### config.mk
export PLATFORM = sky130hd
export DESIGN_NAME = frv_mask_rng_ctrl
export DESIGN_NICKNAME = d
export VERILOG_FILES = /design/src/rtl/frv_mask_rng_ctrl.sv
export SDC_FILE = /design/constraint.sdc
export NUM_CORES = 1
export LEC_CHECK = 0
export BUFFER_PORTS_ARGS = -buffer_cell sky130_fd_sc_hd__buf_2
export CORE_UTILIZATION = 35
export DETAILED_ROUTE_END_ITERATION = 6
export GPL_ROUTABILITY_DRIVEN = 1
export GPL_TIMING_DRIVEN = 0
export REMOVE_ABC_BUFFERS = 1
export SYNTH_ARGS = -nofsm -noshare
export SYNTH_HDL_FRONTEND = slang
export SYNTH_SLANG_ARGS = --single-unit
### constraint.sdc
create_clock -name g_clk -period 3.15 [get_ports g_clk]
set_clock_uncertainty 0.05 [all_clocks]
set_input_delay 0.315 -clock g_clk [delete_from_list [all_inputs] [get_ports g_clk]]
set_output_delay 0.315 -clock g_clk [all_outputs]
set_load 0.05 [all_outputs]
### src/rtl/frv_mask_rng_ctrl.sv
// Mask-randomness scheduler: one Galois LFSR shared round-robin between NREQ
// requesters, one fresh word per grant, reseeded from an entropy source.
module frv_mask_rng_ctrl #(
    parameter int              NREQ            = 2,
    parameter int              XLEN            = 32,
    parameter logic [XLEN-1:0] LFSR_TAPS       = 32'hD000_0001,
    parameter int              RESEED_INTERVAL = 1024
) (
    input  logic            g_clk,
    input  logic            g_resetn,
    input  logic [NREQ-1:0] req,
    output logic [NREQ-1:0] gnt,
    output logic [XLEN-1:0] mask_data,
    input  logic            ent_valid,
    output logic            ent_ready,
    input  logic [XLEN-1:0] ent_data,
    input  logic            force_reseed,
    output logic            reseeding
);

    localparam int PW = $clog2(NREQ);
    localparam int CW = $clog2(RESEED_INTERVAL + 1);

    // Entropy handshake: a word transfers in any cycle where ent_valid and
    // ent_ready are both high; ent_ready is high only while seeding.
    typedef enum logic [1:0] {
        ST_SEED   = 2'd0,
        ST_RUN    = 2'd1,
        ST_RESEED = 2'd2
    } state_t;

    state_t          state_q, state_d;
    logic [XLEN-1:0] lfsr_q, lfsr_step, seed_mix, seed_val;
    logic [CW-1:0]   cnt_q;
    logic [PW-1:0]   ptr_q, gnt_idx;
    logic [PW:0]     cand;
    logic            gnt_any, seeding, seed_acc;

    assign seeding   = (state_q != ST_RUN);
    assign ent_ready = g_resetn & seeding;
    assign seed_acc  = ent_ready & ent_valid;
    assign reseeding = seeding;
    assign mask_data = lfsr_q;

    assign lfsr_step = {1'b0, lfsr_q[XLEN-1:1]} ^ (lfsr_q[0] ? LFSR_TAPS : '0);
    assign seed_mix  = lfsr_q ^ ent_data;
    // An all-zero state would lock the LFSR, so it is replaced by 1.
    assign seed_val  = (seed_mix == '0) ? XLEN'(1) : seed_mix;

    // Round-robin search starting one past the last granted requester.
    always_comb begin
        gnt_any = 1'b0;
        gnt_idx = ptr_q;
        cand    = '0;
        if (state_q == ST_RUN) begin
            for (int k = 1; k <= NREQ; k++) begin
                cand = {1'b0, ptr_q} + (PW+1)'(k);
                if (cand >= (PW+1)'(NREQ)) begin
                    cand = cand - (PW+1)'(NREQ);
                end
                if (!gnt_any && req[cand[PW-1:0]]) begin
                    gnt_any = 1'b1;
                    gnt_idx = cand[PW-1:0];
                end
            end
        end
    end

    assign gnt = gnt_any ? (NREQ'(1) << gnt_idx) : '0;

    always_comb begin
        state_d = state_q;
        case (state_q)
            ST_SEED, ST_RESEED: begin
                if (seed_acc) begin
                    state_d = ST_RUN;
                end
            end
            ST_RUN: begin
                // A grant in the same cycle still completes before reseeding.
                if ((gnt_any && cnt_q == CW'(RESEED_INTERVAL - 1)) || force_reseed) begin
                    state_d = ST_RESEED;
                end
            end
            default: state_d = ST_SEED;
        endcase
    end

    always_ff @(posedge g_clk or negedge g_resetn) begin
        if (!g_resetn) begin
            state_q <= ST_SEED;
            lfsr_q  <= '0;
            cnt_q   <= '0;
            ptr_q   <= PW'(NREQ - 1);
        end else begin
            state_q <= state_d;
            if (seed_acc) begin
                lfsr_q <= seed_val;
                cnt_q  <= '0;
            end else if (gnt_any) begin
                lfsr_q <= lfsr_step;
                cnt_q  <= cnt_q + CW'(1);
            end
            if (gnt_any) begin
                ptr_q <= gnt_idx;
            end
        end
    end

endmodule
Word-level counts from Yosys, hierarchy flattened
Cells that the tools add are included.
Operators by class
  multiplexer cells: 25
  bitwise gates (word level): 4
  order comparisons: 4
  equality and inequality tests: 6
  shift operators: 1
  reduce and logical (&&, ||, !) cells: 9
  $add $sub $neg: 5
Operator list (count)
  $mux W32: 4
  $logic_not A32 Y1: 1
  $xor A31 B32 Y32: 1
  $xor A32 B32 Y32: 1
  $mux W11: 2
  $mux W1: 15
  $add A11 B1 Y11 const B: 1
  $eq A11 B10 Y1 const B: 1
  $mux W2: 3
  $ge A2 B2 Y1 const B: 2
  $lt A1 B2 Y1 const B: 2
  $ne A2 B1 Y1 const B: 2
  $pmux W2 S2: 1
  $add A1 B1 Y2 const B: 1
  $add A1 B2 Y2 const B: 1
  $and A1 B1 Y1: 2
  $eq A2 B1 Y1 const B: 1
  $eq A2 B2 Y1 const B: 1
  $logic_and A1 B1 Y1: 2
  $logic_not A2 Y1: 1
  $ne A2 B2 Y1 const B: 1
  $reduce_and A2 Y1: 1
  $reduce_bool A2 Y1: 1
  $reduce_or A2 Y1: 1
  other kinds (4): 5
Word-level totals
  logic and storage cells: 58
  bits of input ports: 38
  register bits after elaboration: 46
  output and inout bits: 36

Depth between registers and ports, before layout
  depth after elaboration: 16
  mapped depth: 8

Worst setup path after synthesis
OpenSTA, ideal clock, no wires.
  path type: reg2out
  start point: register state_q[1]
  end point: output port gnt[0]
  arrival: 1674 ps
  buffers on the path: 1
  data required time: 2785 ps
  stages on the path, launching flop included: 5
  slack: 1111 ps
  cells stage by stage: dfrtp_1 -> and2b_4 -> o21ai_1 -> clkbuf_1 -> nor2_1
Between the ends
  longest elaborated chain between the ends: 4
RTL lines
  start, declared: line 32  | state_t state_q, state_d;
  start signal, assigned: line 96  | state_q <= state_d;
  $eq A2 B1 Y1 (*): line 55  | if (state_q == ST_RUN) begin
  $mux W1: line 55
  $shl A1 B1 Y2: line 69  | assign gnt = gnt_any ? (NREQ'(1) << gnt_idx) : '0;
  $mux W2 (*): line 69
  end, declared: line 12  | output logic [NREQ-1:0] gnt,
Every way passes the cells marked *; elsewhere a longest branch is shown, timed or not.

Worst setup path in the final report
  start point: input port g_resetn
  end point: register lfsr_q[0] (netlist: mask_data[0])
Between the ends
  longest elaborated chain between the ends: 3
RTL lines
  start, declared: line 10  | input logic g_resetn,
  $and A1 B1 Y1 (*): line 40  | assign ent_ready = g_resetn & seeding;
  $and A1 B1 Y1 (*): line 41  | assign seed_acc = ent_ready & ent_valid;
  $mux W32 / $reduce_bool A2 Y1 (equally long branches)
  end signal, assigned: line 98  | lfsr_q <= seed_val;
  end signal, assigned: line 101  | lfsr_q <= lfsr_step;
  end, declared: line 33  | logic [XLEN-1:0] lfsr_q, lfsr_step, seed_mix, seed_val;
Marks and branches as above.
A chain may end at the register's enable or synchronous reset.

==> reports/metrics.yaml <==
run_status:
  status: "finished, final reports clean"
yosys:
  synth_fa_ha_area_frac: 0.00429
  synth_area_leaders: "dfrtp_1 (39%), xnor2_1 (9.3%), o221a_2 (6.6%)"
  netlist.area_leader.share: 0.386
  ys_ff_latch: 46
  synth_compound_area_frac: 0.231
  synth_top_cell_by_area: "dfrtp_1"
  synth.avg_cell_area_sq_um: 9.45
  synth_xor_area_frac: 0.108
  synthMuxAreaShare: 0
  synth_warnings: 0
  synthCells: 309
  synthSimpleGateAreaFrac: 0.210
  yosysSeqAreaShare: 0.395
  synth.distinct_cells: 46
  synth_top_family_by_area: "compound AO/OA/AOI/OAI gates"
  syn-cell-area_sq_um: 2920
clocking:
  cts_root_buf: "clkbuf_8"
  clk_latency_ns: 0.29
  postCtsHoldBufs: 0
  clkTransAtPathRegs_ns: 0.09
  cts-htree-levels: 2
  cts.sinks: 46
  cts_buffers: 5
  cts_tree: "yes"
  cts_setup_buffers: 0
  ctsResizeCount: 0
  cts_buffer_depth: 2
sta:
  rsz0062_at_grt: "false"
  max_slew.worst_pin.slew_ns: 1.13
  fin_crit_sh: 0.814
  fmaxAchievable_ghz: 0.390
  setup_viol: 0
  timing.hold.ws_ns: 0.191
  slew_headroom: 0.244
  slew_violations: 0
  hold_violations: 0
  period_needed_ns: 2.56
global_routing:
  track_usage: 0.177
  grt_pass1_vias: 2403
  gr-total-overflow: 0
  antenna_found_initial: 0
  grt_pass1_wl_mm: 12.2
  grt_max_degree: 50
critical_path:
  cp.arrival_ns: 2.68
  cp.buffers_inverters: 2
  reg2reg_depth: 6
  cpPeakStageDelay_ns: 0.83
  path_class: "in2reg"
  cp-start-kind: "input pin"
  r2r-end: "mask_data[0]"
  path_max_fanout: 49
  timing.rr.start: "state_q[0]"
  crit_required_ns: 3.27
  cp.depth: 5
  cp_slowest_cell: "buf_2"
  crit_chain: "buf_2, nand3_2, buf_12, a311oi_1, o32ai_1"
  path_delay_family: "buffers and inverters"
  end_kind: "register"
  r2r_slack_ns: 1.04
floorplanning:
  pin_count: 74
  start_util: 0.370
  die_area_sq_um: 8710
  die_h_microns: 93.3
  fp.coreArea_sq_um: 7890
  num_rows: 32
  fp.dieW_microns: 93.3
routing:
  routed_wl_mm: 7.29
  drt_iter0_drc: 130
  drtAntennaViolNets: 0
  wl_per_cell_microns: 15.2
  vias: 2518
  post-route-drc-count: 0
  drtPass1Iterations: 6
  viasPerCell: 5.26
layout:
  fillers: 825
  layout-drive-gt1-share: 0.332
  final_common_cell: "buf_2"
  syn_to_final_growth_pct: 17.6
  layout_common_cells: "buf_2 (73), dfrtp_1 (45), nor2_1 (40), nand2_1 (40), xnor2_1 (31)"
  antenna_cells: 0
  utilization: 0.435
  nets: 415
placed_design:
  io_buffers: 73
  gp_congestion: 0.760
  dp_hpwl_mm: 5.14
pwr:
  p_leak_nw: 1.48
  ir_worst_vdd_uv: 522
  total_power_w: 0.00348
  power_density_nw_per_um2: 1010
min_path:
  hp-class: "in2async"
run:
  cap_violations: 0
[synthesized netlist by cell type, drive strengths merged]
cell,n
and2,1
dfstp,1
clkbuf,5
inv,10
o221a,17
a32oi,4
nand4,8
nand4b,1
buf,10
and2b,1
nand2,40
a21oi,5
o21ai,14
o211ai,7
o211a,2
nand2b,11
nor2,43
o22ai,2
or3,1
ha,1
nor4,3
xor2,5
and3,2
nand3,10
o32ai,1
a22o,1
a311oi,1
xnor2,31
o2111ai,1
a21o,1
o21bai,20
nor3,2
a31oi,2
dfrtp,45
[cell type report]
class	instances	area [sq um]	area share
Multi-Input combinational cell	238	1630	0.474
Sequential cell	46	1150	0.336
Timing Repair Buffer	75	400	0.117
Tap cell	102	128	0.0372
Clock buffer	8	80.1	0.0233
Inverter	10	45.0	0.0131
[flip-flops by register name, indices dropped and copies added, names as in the netlist]
name	cells
ptr_q	1
state_q	2
cnt_q	11
mask_data	32
[report_power, final]
group / leakage [nW] / total, W / switching (W) / internal, W
sequential: 0.551 / 0.00112 / 0.000306 / 0.000816
combinational: 0.887 / 0.00200 / 0.00131 / 0.000689
clock: 0.0395 / 0.000353 / 0.000195 / 0.000158
[worst max path at each step]
stage,startpoint,to,slack [ns]
4_1_cts,g_resetn,mask_data[0],0.51
3_5_place_dp,g_resetn,mask_data[0],0.18
3_3_place_gp,g_resetn,mask_data[0],-1.17
2_1_floorplan,state_q[0],mask_data[0],0.54
6_report,g_resetn,mask_data[0],0.59
5_1_grt,g_resetn,mask_data[0],0.29
[routing by layer]
layer,track usage,share of wire
met5,0,0
met4,0.0308,0.0058
met3,0.0382,0.049
met2,0.290,0.48
met1,0.243,0.46
[cells by family (layout without fill, tap and decap cells)]
family,after synthesis,in the layout
AND/OR/NAND/NOR,123,123
AO/OA/AOI/OAI,78,78
flip-flops,46,46
XOR/XNOR,36,36
buffers and inverters,25,93
adder cells (fa/ha/maj),1,1
[through the flow]
step / std cells / setup WS, ns / TNS [ns] / instance area, sq um
after global routing: 479 / 0.289 / 0 / 3430
after CTS: 479 / 0.511 / 0 / 3430
after detailed placement: 471 / 0.183 / 0 / 3350
final: 479 / 0.587 / 0 / 3430
after global placement: 469 / -1.17 / -31.45 / 3310
after floorplan: 294 / 0.536 / 0 / 2820
[worst register-to-register path, delay by kind of cell (launching register included)]
kind / cells / cell delay (ns)
buffers and inverters: 2 / 0.51
AOI/OAI and AO/OA: 2 / 0.43
DFF: 1 / 0.40
and+or+nand+nor: 2 / 0.62
No activity file was read; power rests on OpenSTA's default activity.
